`src/rtl/spi_bus_arbiter.sv`:
```
// Round-robin arbiter sharing one mode-0 SPI master port (with integrated byte shifter) between NUM_REQ requesters.
// Optional macro SPI_ARB_TIMEOUT_EN: force release of a grant left idle in HOLD for TIMEOUT_CYCLES cycles.
module spi_bus_arbiter #(
  parameter int NUM_REQ        = 2,
  parameter int CLK_DIV        = 4,
  parameter int TIMEOUT_CYCLES = 4096
) (
  input  logic                   clk_i,
  input  logic                   reset_ni,
  input  logic [NUM_REQ-1:0]     req_i,
  output logic [NUM_REQ-1:0]     gnt_o,
  input  logic [NUM_REQ-1:0]     tx_valid_i,
  input  logic [8*NUM_REQ-1:0]   tx_data_i,
  output logic [NUM_REQ-1:0]     tx_ready_o,
  output logic [NUM_REQ-1:0]     rx_valid_o,
  output logic [7:0]             rx_data_o,
  output logic                   spi_clk_o,
  output logic                   spi_mosi_o,
  input  logic                   spi_miso_i,
  output logic [NUM_REQ-1:0]     spi_cs_no,
  output logic                   busy_o,
  output logic                   timeout_o
);

  localparam int PW = $clog2(NUM_REQ);
  localparam int CW = (CLK_DIV > 1) ? $clog2(CLK_DIV) : 1;

  if (NUM_REQ < 2 || CLK_DIV < 1 || TIMEOUT_CYCLES < 1) begin : g_bad_param
    $error("spi_bus_arbiter: illegal parameter value");
  end

  typedef enum logic [2:0] {IDLE, SETUP, HOLD, SHIFT, RELEASE} state_t;

  state_t             state_q, state_d;
  logic [PW-1:0]      owner_q, ptr_q, win_idx;
  logic               win_found;
  logic [CW-1:0]      cnt_q;
  logic [3:0]         half_q;
  logic [7:0]         tx_sr_q, rx_sr_q, rx_data_q, own_data;
  logic [NUM_REQ-1:0] owner_hot, rx_valid_q;
  logic               spi_clk_q, mosi_q;
  logic               cnt_last, own_req, own_valid, accept, tmo;
  int unsigned        base;

  assign owner_hot = {{(NUM_REQ-1){1'b0}}, 1'b1} << owner_q;
  assign own_req   = req_i[owner_q];
  assign own_valid = tx_valid_i[owner_q];
  assign own_data  = tx_data_i[{owner_q, 3'b000} +: 8];
  assign cnt_last  = (cnt_q == CW'(CLK_DIV - 1));

  // Grant and chip selects decode the registered state, so they only move on state entry.
  assign gnt_o      = (state_q inside {SETUP, HOLD, SHIFT}) ? owner_hot : '0;
  assign spi_cs_no  = ~gnt_o;
  assign tx_ready_o = (state_q == HOLD) ? owner_hot : '0;
  assign busy_o     = (state_q != IDLE);
  assign rx_valid_o = rx_valid_q;
  assign rx_data_o  = rx_data_q;
  assign spi_clk_o  = spi_clk_q;
  assign spi_mosi_o = mosi_q;

  always_comb begin
    win_found = 1'b0;
    win_idx   = '0;
    base      = 32'(ptr_q);
    for (int unsigned i = 0; i < NUM_REQ; i++) begin
      if (!win_found && req_i[(base + i) % NUM_REQ]) begin
        win_found = 1'b1;
        win_idx   = PW'((base + i) % NUM_REQ);
      end
    end
  end

`ifdef SPI_ARB_TIMEOUT_EN
  localparam int TW = (TIMEOUT_CYCLES > 1) ? $clog2(TIMEOUT_CYCLES) : 1;
  logic [TW-1:0] tcnt_q;
  logic          timeout_q;
  logic          tcnt_hit;

  assign tcnt_hit  = (tcnt_q == TW'(TIMEOUT_CYCLES - 1));
  assign timeout_o = timeout_q;

  always_ff @(posedge clk_i or negedge reset_ni) begin
    if (!reset_ni) begin
      tcnt_q    <= '0;
      timeout_q <= 1'b0;
    end else begin
      timeout_q <= tmo;
      if (state_q == HOLD && !own_valid) tcnt_q <= tcnt_q + 1'b1;
      else                               tcnt_q <= '0;
    end
  end
`else
  logic tcnt_hit;
  assign tcnt_hit  = 1'b0;
  assign timeout_o = 1'b0;
`endif

  always_comb begin
    state_d = state_q;
    accept  = 1'b0;
    tmo     = 1'b0;
    case (state_q)
      IDLE:    if (win_found) state_d = SETUP;
      SETUP:   if (cnt_last) state_d = HOLD;
      HOLD: begin
        if (own_valid) begin
          accept  = 1'b1;
          state_d = SHIFT;
        end else if (!own_req) begin
          state_d = RELEASE;
        end else if (tcnt_hit) begin
          tmo     = 1'b1;
          state_d = RELEASE;
        end
      end
      SHIFT:   if (cnt_last && half_q == 4'd15) state_d = HOLD;
      RELEASE: if (cnt_last) state_d = IDLE;
      default: state_d = IDLE;
    endcase
  end

  always_ff @(posedge clk_i or negedge reset_ni) begin
    if (!reset_ni) begin
      state_q    <= IDLE;
      owner_q    <= '0;
      ptr_q      <= '0;
      cnt_q      <= '0;
      half_q     <= '0;
      tx_sr_q    <= '0;
      rx_sr_q    <= '0;
      rx_data_q  <= '0;
      rx_valid_q <= '0;
      spi_clk_q  <= 1'b0;
      mosi_q     <= 1'b0;
    end else begin
      state_q    <= state_d;
      rx_valid_q <= '0;
      if (state_q inside {SETUP, SHIFT, RELEASE} && !cnt_last) cnt_q <= cnt_q + 1'b1;
      else                                                     cnt_q <= '0;
      if (state_q == IDLE && win_found) begin
        owner_q <= win_idx;
        ptr_q   <= (win_idx == PW'(NUM_REQ - 1)) ? '0 : win_idx + 1'b1;
      end
      if (accept) begin
        tx_sr_q <= own_data;
        mosi_q  <= own_data[7];
      end
      // Even half_q ends with a rising edge (sample), odd with a falling edge (shift out);
      // the last falling edge closes the byte instead of presenting a ninth bit.
      if (state_q != SHIFT) begin
        half_q <= '0;
      end else if (cnt_last) begin
        half_q <= half_q + 1'b1;
        if (!half_q[0]) begin
          spi_clk_q <= 1'b1;
          rx_sr_q   <= {rx_sr_q[6:0], spi_miso_i};
        end else begin
          spi_clk_q <= 1'b0;
          if (half_q == 4'd15) begin
            rx_data_q  <= rx_sr_q;
            rx_valid_q <= owner_hot;
          end else begin
            tx_sr_q <= {tx_sr_q[6:0], 1'b0};
            mosi_q  <= tx_sr_q[6];
          end
        end
      end
    end
  end

endmodule

```
`config.mk`:
```
export PLATFORM = sky130hd
export DESIGN_NAME = spi_bus_arbiter
export DESIGN_NICKNAME = d
export VERILOG_FILES = /design/src/rtl/spi_bus_arbiter.sv
export SDC_FILE = /design/constraint.sdc
export NUM_CORES = 1
export LEC_CHECK = 0
export CORE_ASPECT_RATIO = 0.5
export CORE_MARGIN = 10
export CORE_UTILIZATION = 40
export CTS_CLUSTER_DIAMETER = 40
export DETAILED_ROUTE_END_ITERATION = 8
export HOLD_SLACK_MARGIN = 0.05
export PLACE_DENSITY = 0.78
export SYNTH_ARGS = -nofsm -noshare
export SYNTH_HDL_FRONTEND = slang
export SYNTH_SLANG_ARGS = --single-unit
export TNS_END_PERCENT = 5
```
`constraint.sdc`:
```
create_clock -name clk_i -period 2.15 [get_ports clk_i]
set_clock_uncertainty 0.15 [all_clocks]
set_input_delay 0.43 -clock clk_i [delete_from_list [all_inputs] [get_ports clk_i]]
set_output_delay 0.43 -clock clk_i [all_outputs]
set_load 0.005 [all_outputs]
```
; ---- Word-level counts from Yosys, hierarchy flattened
; Index checks and enable logic that the tools add are counted.
[classes]
n_eq_ne = 12
add_sub_neg = 4
mux = 42
n_reduce_logical = 15
order_cmp = 3
bitwise_logic = 3
shifts = 2
[op_table]
columns = operator, count
row1 = $mux W8, 5
row2 = $mux W1, 21
row3 = $mux W3, 6
row4 = $shiftx A16 B5 Y8, 1
row5 = $pmux W3 S5, 1
row6 = $mux W2, 7
row7 = $reduce_bool A3 Y1, 3
row8 = $mux W4, 2
row9 = $eq A3 B2 Y1 const B, 2
row10 = $lt A1 B2 Y1 const B, 3
row11 = $ne A2 B2 Y1 const B, 3
row12 = $reduce_and A5 Y1, 1
row13 = $add A4 B1 Y4 const B, 1
row14 = $eq A4 B4 Y1 const B, 1
row15 = $logic_and A1 B1 Y1, 4
row16 = $reduce_and A4 Y1, 1
row17 = $eq A3 B1 Y1 const B, 1
row18 = $eq A3 B3 Y1 const B, 1
row19 = $logic_not A3 Y1, 1
row20 = $ne A3 B2 Y1 const B, 1
row21 = $ne A3 B3 Y1 const B, 1
row22 = $reduce_and A3 Y1, 1
row23 = $add A1 B1 Y1 const B, 2
row24 = $add A2 B1 Y2 const B, 1
row25 = 8 further kinds, 10
[totals]
input_bits = 23
wordCells = 92
output_inout_bits = 20
register_bits = 39

; ---- Logic depth before layout (Yosys ltp)
; Gate-level depths: netlist of the first run.
[logic_depth]
ltp_word = 9
ltp_mapped = 7
mapped_depth_nobuf = 5

; ---- Least setup slack after synthesis of the first run
; Ideal clock, no wire load.
[synth_path]
path_kind = register to register
from = register half_q[0]
to = register rx_data_q[0] (netlist: rx_data_o[0])
path_slack_ps = 324
t_required_ps = 1875
arrival_time_ps = 1551
setup_time_ps = 125
n_path_buf = 1
stages_incl_launch_ff = 6
synth_period_minus_slack_ps = 1826
cell_sequence = dfrtp_1 ha_1 nand3_1 or3_1 buf_6 mux2_4
[synth_between]
elab_chain_len = 2
[synth_rtl]
columns = element, line
row1 = start: declaration, 38  ; logic [3:0] half_q;
row2 = start signal: assignment, 153  ; half_q <= half_q + 1'b1;
row3 = $eq A4 B4 Y1, 159  ; if (half_q == 4'd15) begin
row4 = $reduce_and A4 Y1 (no line) (*), n/a
row5 = end signal: assignment, 160  ; rx_data_q <= rx_sr_q;
row6 = end: declaration, 39  ; logic [7:0] tx_sr_q, rx_sr_q, rx_data_q, own_data;
; Mark *: on every way between the ends. The rest lies on a longest branch, timed or not.
; A chain may end at the register's enable or synchronous reset.

; ---- Worst setup path after layout of the first run
[layout_path]
from = register state_q[2]
to = register rx_sr_q[3]
[layout_between]
elab_chain_len = 3
[layout_rtl]
columns = element, line
row1 = start: declaration, 34  ; state_t state_q, state_d;
row2 = start signal: assignment, 136  ; state_q <= state_d;
row3 = $ne A3 B2 Y1, 150  ; if (state_q != SHIFT) begin
row4 = $not A1 Y1 (no line), n/a
row5 = $reduce_and A3 Y1 (no line), n/a
row6 = end signal: assignment, 156  ; rx_sr_q <= {rx_sr_q[6:0], spi_miso_i};
row7 = end: declaration, 39
; Every way passes these cells.

==> results of run 1 <==
-- metrics by stage --
stage	total power [mW]	TNS (ps)	utilization (%)	worst slack [ps]	instance area [um^2]
2_1_floorplan	1.74	0	-	324	1890
3_3_place_gp	2.12	0	52.8	117	2360
3_5_place_dp	2.17	0	52.8	81.7	2360
4_1_cts	2.90	-191	57.0	-119	2550
5_1_grt	3.12	0	57.6	48.1	2570
6_report	2.92	0	57.6	122	2570
-- logic make-up (layout without fill, tap and decap cells) --
family,after synthesis,after routing
multiplexers,33,33
flip-flops,38,38
XOR/XNOR,3,3
adder cells (fa/ha/maj),2,2
AND/OR/NAND/NOR,42,42
AO/OA/AOI/OAI,23,23
other,1,1
buffers and inverters,13,69
-- cell usage after synthesis --
cell type	n	area share, %
clkbuf_1	1	0.20
o21ai_1	1	0.27
nand2_1	13	2.6
or3_1	4	1.3
nor2_1	8	1.6
xnor2_1	1	0.46
buf_6	2	1.2
nand2_2	1	0.33
a311oi_1	1	0.46
o21a_1	1	0.40
mux2i_1	9	4.8
dfrtp_1	38	50
inv_1	4	0.80
a22oi_1	1	0.40
nor4b_1	1	0.46
a31oi_1	3	1.0
ha_1	2	1.3
conb_1	1	0.20
o2bb2ai_1	1	0.46
o21ba_2	1	0.53
and3b_1	2	0.93
nor3_4	1	0.86
nor3b_1	3	1.2
buf_2	3	0.80
nand3_1	2	0.53
nor3b_2	2	1.3
mux2_2	16	9.6
nand4_1	1	0.33
nor2_4	1	0.60
a41oi_1	1	0.46
a211oi_2	1	0.66
nand3b_4	1	1.1
a21oi_1	4	1.1
mux2_4	8	6.4
o21ai_0	7	1.9
xor2_1	2	0.93
and2_1	2	0.66
a21o_1	1	0.40
buf_4	3	1.2
-- layout by cell type, fill, tap and decap left out, types with 3 or more instances in the layout --
cell type and instances:
mux2i_1 9, mux2_4 8, nor2_1 8, nand2_1 13, nor3b_1 3, dfrtp_1 36
clkdlybuf4s50_1 33, buf_4 14, clkbuf_8 5, inv_1 3, a21oi_1 4, mux2_2 16
a31oi_1 3, dlygate4sd2_1 5, o21ai_0 7
-- layer usage --
layer	vias to the layer above	GRT usage (%)	part of all wire, %
met4	0	3.67	1.1
met2	28	18.0	53
met5	-	0	0
met3	4	3.96	6.3
li1	652	-	-
met1	643	11.2	40
-- what timing repair did --
action                                  in CTS  in global routing
endpoints found under the setup margin       7                  2
hold buffers                                 1                  0
hold endpoints to repair                    23                  0
setup buffers                                5                  2
pin swaps                                    1                  2
resized for setup                            9                  5
-- state kept, by name (all words and copies together) (netlist names), 2 cells and up --
signal      count
rx_valid_o      2
half_q          4
cnt_q           2
state_q         3
rx_data_o       8
rx_sr_q         8
tx_sr_q         7
-- power by group through the flow --
stage	Clock, mW	Sequential [mW]	Combinational, mW
finish	0.719	1.01	1.19
global placement	0	1.02	1.09
detailed placement	0	1.03	1.13
global route	0.769	1.03	1.32
CTS	0.734	1.01	1.16
floorplan	0	0.972	0.766
-- area by class of cell --
class	count	area, um^2	area share (%)
repair buffers	57	523	20.3
clock inverters	3	68.8	2.67
clock buffers	5	68.8	2.67
well taps	57	71.3	2.77
inverters	4	15.0	0.583
flip-flops and latches	38	953	37.0
multi-input cells	104	875	34.0
-- path summary, 6_finish.rpt --
| check | start | end | slack (ps) | depth (start not counted) |
|---|---|---|---|---|
| max | state_q[2] | rx_sr_q[3] | 120 | 6 |
| min | spi_clk_o | spi_clk_o | 330 | 1 |
| max reg2reg | state_q[2] | rx_sr_q[3] | 120 | 6 |
| min reg2reg | spi_clk_o | spi_clk_o | 330 | 1 |
| max in group asynchronous | reset_ni | state_q[0] | 940 | 3 |
| min in group asynchronous | reset_ni | spi_clk_o | 550 | 3 |
==> out/qor.log, run 1 <==
[place] gp weighted congestion 0.803
[synth] Cells after Synth 155
[cts] CTS tree built
[worst_setup_path] crit-path cells buf_4 -> buf_1 -> and3b_1 -> nand2_1 -> nor2_4 -> mux2_2
[worst_setup_path] slowest CP cell dfrtp_2
[floorplan] standard cell core area 0.00447 mm^2
[cts] number of clock sinks 38
[cts] number of buffers created by CTS 5
[floorplan] Initial Util 42.2%
[sta] part of the cycle the worst path needs 94.3%
[synth] post-synthesis adder-cell area fraction 1.33%
[finish] post-route insts no fill 268
[worst_setup_path] critical path's top delay family simple AND/OR/NAND/NOR gates
[floorplan] DIE AREA 0.00803 mm^2
[run_status] outcome finished, final reports clean
[cts] level count of the clock H-tree 2
[route] WL/cell 14.8 um
[sta] minimum period implied by the final worst setup slack 2030 ps
[route] count of vias placed by the detailed router 1327
[place] hpwl dp 3000 um
[finish] fill cell count 357
[synth] Cell Area, Synth 0.00189 mm^2
[route] final WL 3970 um
[pwr] static leakage 1.22 nW
[sta] Final Max Tran Viols 0
[floorplan] Die Y 68.6 um
[global_routing] antenna violations before repair 0
[place] Placed Cells 252
[route] number of vias per cell after detailed routing 4.95
[floorplan] top-level I/O count 43
[synth] sequential share of the synthesized area 50.4%
[synth] multiplexer area fraction after synthesis 20.7%
[pwr] internal power 2.01 mW
[worst_setup_path] kind of end point of the critical path register
[synth] xor/xnor share of the synthesized area 1.39%
[route] count of unresolved DRC violations after routing 0
[cts] Clock Path Buffers 2
[worst_setup_path] Buf/Inv on CP 2
[pwr] Pwr per Cell Area 1130 mW/mm^2
[worst_setup_path] maximum cell stage delay along the critical path 470 ps
[route] ANT nets after route 0
[sta] maximum frequency from static timing analysis 493 MHz
[worst_setup_path] crit-path max FO 9
[cts] clock transition time at the flip-flop clock pins of the worst setup and hold paths 80 ps
[pwr] switching share of power 31.2%
[place] count of port buffers added during placement 41
[global_routing] pin count of the biggest net entering global routing 39
[finish] share of post-route cells with drive strength above 1 28.9%
[synth] dominant combinational cell family by area after synthesis multiplexers
[global_routing] total global routing track utilization 10.2%
[global_routing] GRT overflow 0
[sta] final setup violating endpoints 0
[sta] Hold WS 332 ps
[synth] Compound-Gate Fraction of Synth Area 7.96%
[route] initial detailed-routing violation count 59
[sta] setup repair after global routing missed its margin false
[worst_setup_path] required time at the endpoint of the critical path 2170 ps
[pwr] proportion of power drawn by flip-flops and latches 34.6%
[pwr] combinational power share 40.8%
[finish] # diodes 0
[cts] clock latency on the worst-skew pair 290 ps
[worst_setup_path] CP Data Arrival Time 2050 ps
[floorplan] Site Rows 17
[synth] number of storage elements in the synthesis netlist 38
[synth] Simple-Gate Fraction of Synth Area 13.8%
[route] number of optimization iterations in the first detailed-route pass 4
[worst_setup_path] Setup Crit Path Kind register to register
[finish] Area Growth Syn to Fin 36.6%
[pwr] net load switching power 911 uW
[min_path] path type of the worst min-delay path register to register
[finish] count of nets after finishing 235
[worst_setup_path] startpoint kind of the worst setup timing path register
[global_routing] wire length of the first global-routing pass 6410 um
[synth] Post-Synthesis Mean Instance Area 12.2 um^2
[synth] number of warnings printed during yosys synthesis 0
[global_routing] vias in the first global route 1350
[synth] Post-Syn Nets 180
[synth] post-synthesis cell type count 39
[run] max-capacitance violation count 0
[pwr] Peak VDD IR 0.358 mV
[cts] CTS Root Buffer Type clkbuf_8
[sta] number of failing hold endpoints at the final stage 0
[floorplan] Die Wd 117 um
[pwr] clock share of power 24.6%
Power figures use the tool's default switching activity.
==> run 2, diff against run 1 <==
--- a/config.mk
+++ b/config.mk
@@ -10,3 +10,3 @@
 export CORE_UTILIZATION = 40
-export CTS_CLUSTER_DIAMETER = 40
+export CTS_CLUSTER_DIAMETER = 50
 export DETAILED_ROUTE_END_ITERATION = 8
--- a/constraint.sdc
+++ b/constraint.sdc
@@ -4,2 +4,2 @@
 set_output_delay 0.43 -clock clk_i [all_outputs]
-set_load 0.005 [all_outputs]
+set_load 0.02 [all_outputs]
==> out/qor.log, run 2 (same netlist as run 1, synthesis figures left out) <==
[global_routing] vias in the first global route 1375 [+1.9%]
[pwr] overall power consumption 2.85 mW [-2.4%]
[worst_setup_path] flop2flop setup slack 210 ps [+90 ps]
[global_routing] antenna violations before repair 0 [unchanged]
[sta] Final Max Tran Viols 0 [unchanged]
[sta] setup repair after global routing missed its margin false
[place] Placed Instance Area 0.00238 mm^2 [+0.95%]
[finish] leading cell types in the layout, fill and taps excluded dfrtp_1 (38), clkdlybuf4s50_1 (33), mux2_2 (16)
[worst_setup_path] crit path capture gnt_o[0]
[global_routing] GR peak layer met2
[run_status] outcome finished, final reports clean
[global_routing] GRT overflow 0 [unchanged]
[sta] maximum frequency from static timing analysis 479 MHz [-2.8%]
[sta] final setup violating endpoints 0 [unchanged]
[place] gp weighted congestion 0.792 [-1.4%]
[finish] count of nets after finishing 231 [-1.7%]
[global_routing] M1 GR Usage 11.7% [+0.48 points]
[cts] number of clock sinks 38 [unchanged]
[worst_setup_path] cell depth of the worst flop-to-flop path 6 [unchanged]
[worst_setup_path] crit-path max FO 4 [-5]
[run] max-capacitance violation count 0 [unchanged]
[worst_setup_path] startpoint of the worst-slack reg-to-reg timing path cnt_q[0]
[worst_setup_path] CP Data Arrival Time 1510 ps [-540 ps]
[floorplan] Initial Util 42.2% [unchanged]
[floorplan] Die Y 68.6 um [unchanged]
[worst_setup_path] required time at the endpoint of the critical path 1570 ps [-600 ps]
[route] ANT nets after route 0 [unchanged]
[route] count of vias placed by the detailed router 1332 [+0.38%]
[worst_setup_path] Setup Crit Path Kind register to output pin
[finish] Final Instance Area 0.00249 mm^2 [-3.1%]
[global_routing] wire length of the first global-routing pass 6520 um [+1.7%]
[cts] CTS tree built
[place] hpwl dp 2990 um [-0.18%]
[finish] Area Growth Syn to Fin 32.3%
[global_routing] total global routing track utilization 10.3% [+0.12 points]
[pwr] Peak VDD IR 0.436 mV [+22%]
[global_routing] pin count of the biggest net entering global routing 39 [unchanged]
[place] count of port buffers added during placement 41 [unchanged]
[finish] share of post-route cells with drive strength above 1 24.8% [-4.2 points]
[route] count of unresolved DRC violations after routing 0 [unchanged]
[floorplan] top-level I/O count 43 [unchanged]
[cts] clock latency on the worst-skew pair 290 ps [about the same]
[worst_setup_path] kind of end point of the critical path output pin
[min_path] path type of the worst min-delay path register to register
[floorplan] Die Wd 117 um [unchanged]
[sta] minimum period implied by the final worst setup slack 2090 ps [+59.3 ps]
[floorplan] DIE AREA 0.00803 mm^2 [unchanged]
[floorplan] Site Rows 17 [unchanged]
[pwr] static leakage 1.17 nW [-3.8%]
[floorplan] standard cell core area 0.00447 mm^2 [unchanged]
[worst_setup_path] startpoint of the most critical setup path state_q[2]
[cts] clock transition time at the flip-flop clock pins of the worst setup and hold paths 70 ps [about the same]
[cts] number of buffers created by CTS 5 [unchanged]
[finish] # diodes 0 [unchanged]
[cts] level count of the clock H-tree 2 [unchanged]
[finish] most common cell after layout, fill and taps aside dfrtp_1
[worst_setup_path] Reg2Reg Capture Point state_q[0]
[pwr] Pwr per Cell Area 1140 mW/mm^2 [+0.71%]
[cts] number of setup buffers added after CTS 0 [-5]
[global_routing] fraction of met3 tracks used by global routing 3.10% [-0.86 points]
[route] final WL 4000 um [+0.70%]
[cts] Clock Path Buffers 2 [unchanged]
[route] initial detailed-routing violation count 69 [+17%]
[sta] part of the cycle the worst path needs 97.1% [+2.8 points]
[global_routing] GR Layer Usage met2 18.1% [+0.070 points]
[cts] CTS Root Buffer Type clkbuf_8
[route] WL/cell 15.2 um [+2.6%]
[route] number of optimization iterations in the first detailed-route pass 4 [unchanged]
[worst_setup_path] startpoint kind of the worst setup timing path register
[sta] number of failing hold endpoints at the final stage 0 [unchanged]
[sta] Hold WS 335 ps [+3.26 ps]
[route] number of vias per cell after detailed routing 5.06 [+2.3%]
[sta] final sum of negative setup slack 0 ps [unchanged]
run 2: cell types whose count changed in the layout (fill, tap and decap cells not counted), moves of 2 or more:
cell	previous run	this run
buf_4	14	11
dfrtp_1	36	38
dfrtp_2	2	0
dlygate4sd2_1	5	7
dlymetal6s2s_1	2	0
or3_1	2	4
or3_4	2	0
run 2: per-layer routing:
layer	vias to the layer above	share of wire [%]
met4	0	1.1
li1	648	-
met2	21	52
met5	-	0
met3	7	5.5
met1	656	42
run 2: worst min path at each step:
| stage | endpoint | startpoint | cells past startpoint | slack, ps |
|---|---|---|---|---|
| floorplan | cnt_q[0] | reset_ni | 0 | -20 |
| finish | tx_sr_q[4] | tx_sr_q[3] | 2 | 340 |
| global placement | tx_sr_q[3] | tx_sr_q[2] | 2 | 310 |
| detailed placement | tx_sr_q[1] | tx_sr_q[0] | 2 | 320 |
| global route | spi_clk_o | spi_clk_o | 1 | 360 |
| CTS | spi_mosi_o | tx_sr_q[6] | 2 | 340 |
run 2: timing repair:
item / in CTS / in global routing
hold buffers: 1 / 0
hold endpoints to repair: 31 / 0
gates resized for setup: 7 / 0
endpoints found under the setup margin: 7 / 0
run 2: stage by stage:
step / instances / setup slack, ps / utilization (%)
final: 263 / 62.6 / 55.9
after global routing: 263 / 16.8 / 55.9
after CTS: 263 / 47.9 / 55.9
after detailed placement: 255 / 92.2 / 53.3
after global placement: 255 / 144 / 53.3
after floorplan: 155 / 206 / -
run 2: power by group:
| group | internal, mW | leakage (nW) | switching (mW) |
|---|---|---|---|
| sequential | 0.889 | 0.494 | 0.105 |
| combinational | 0.580 | 0.621 | 0.670 |
| clock | 0.371 | 0.0573 | 0.236 |
run 2: critical path, cell delays in order (launching register included):
cell	delay [ps]
dfrtp_1	410
or3_1	390
inv_1	70
dlygate4sd2_1	350
run 2: area by class of cell:
cell class              instances  area, um^2
repair buffers                 53         489
clock inverters                 1        30.0
fillers                       369        1970
inverters                       4        15.0
clock buffers                   6        82.6
well taps                      57        71.3
flip-flops and latches         38         951
multi-input cells             104         856
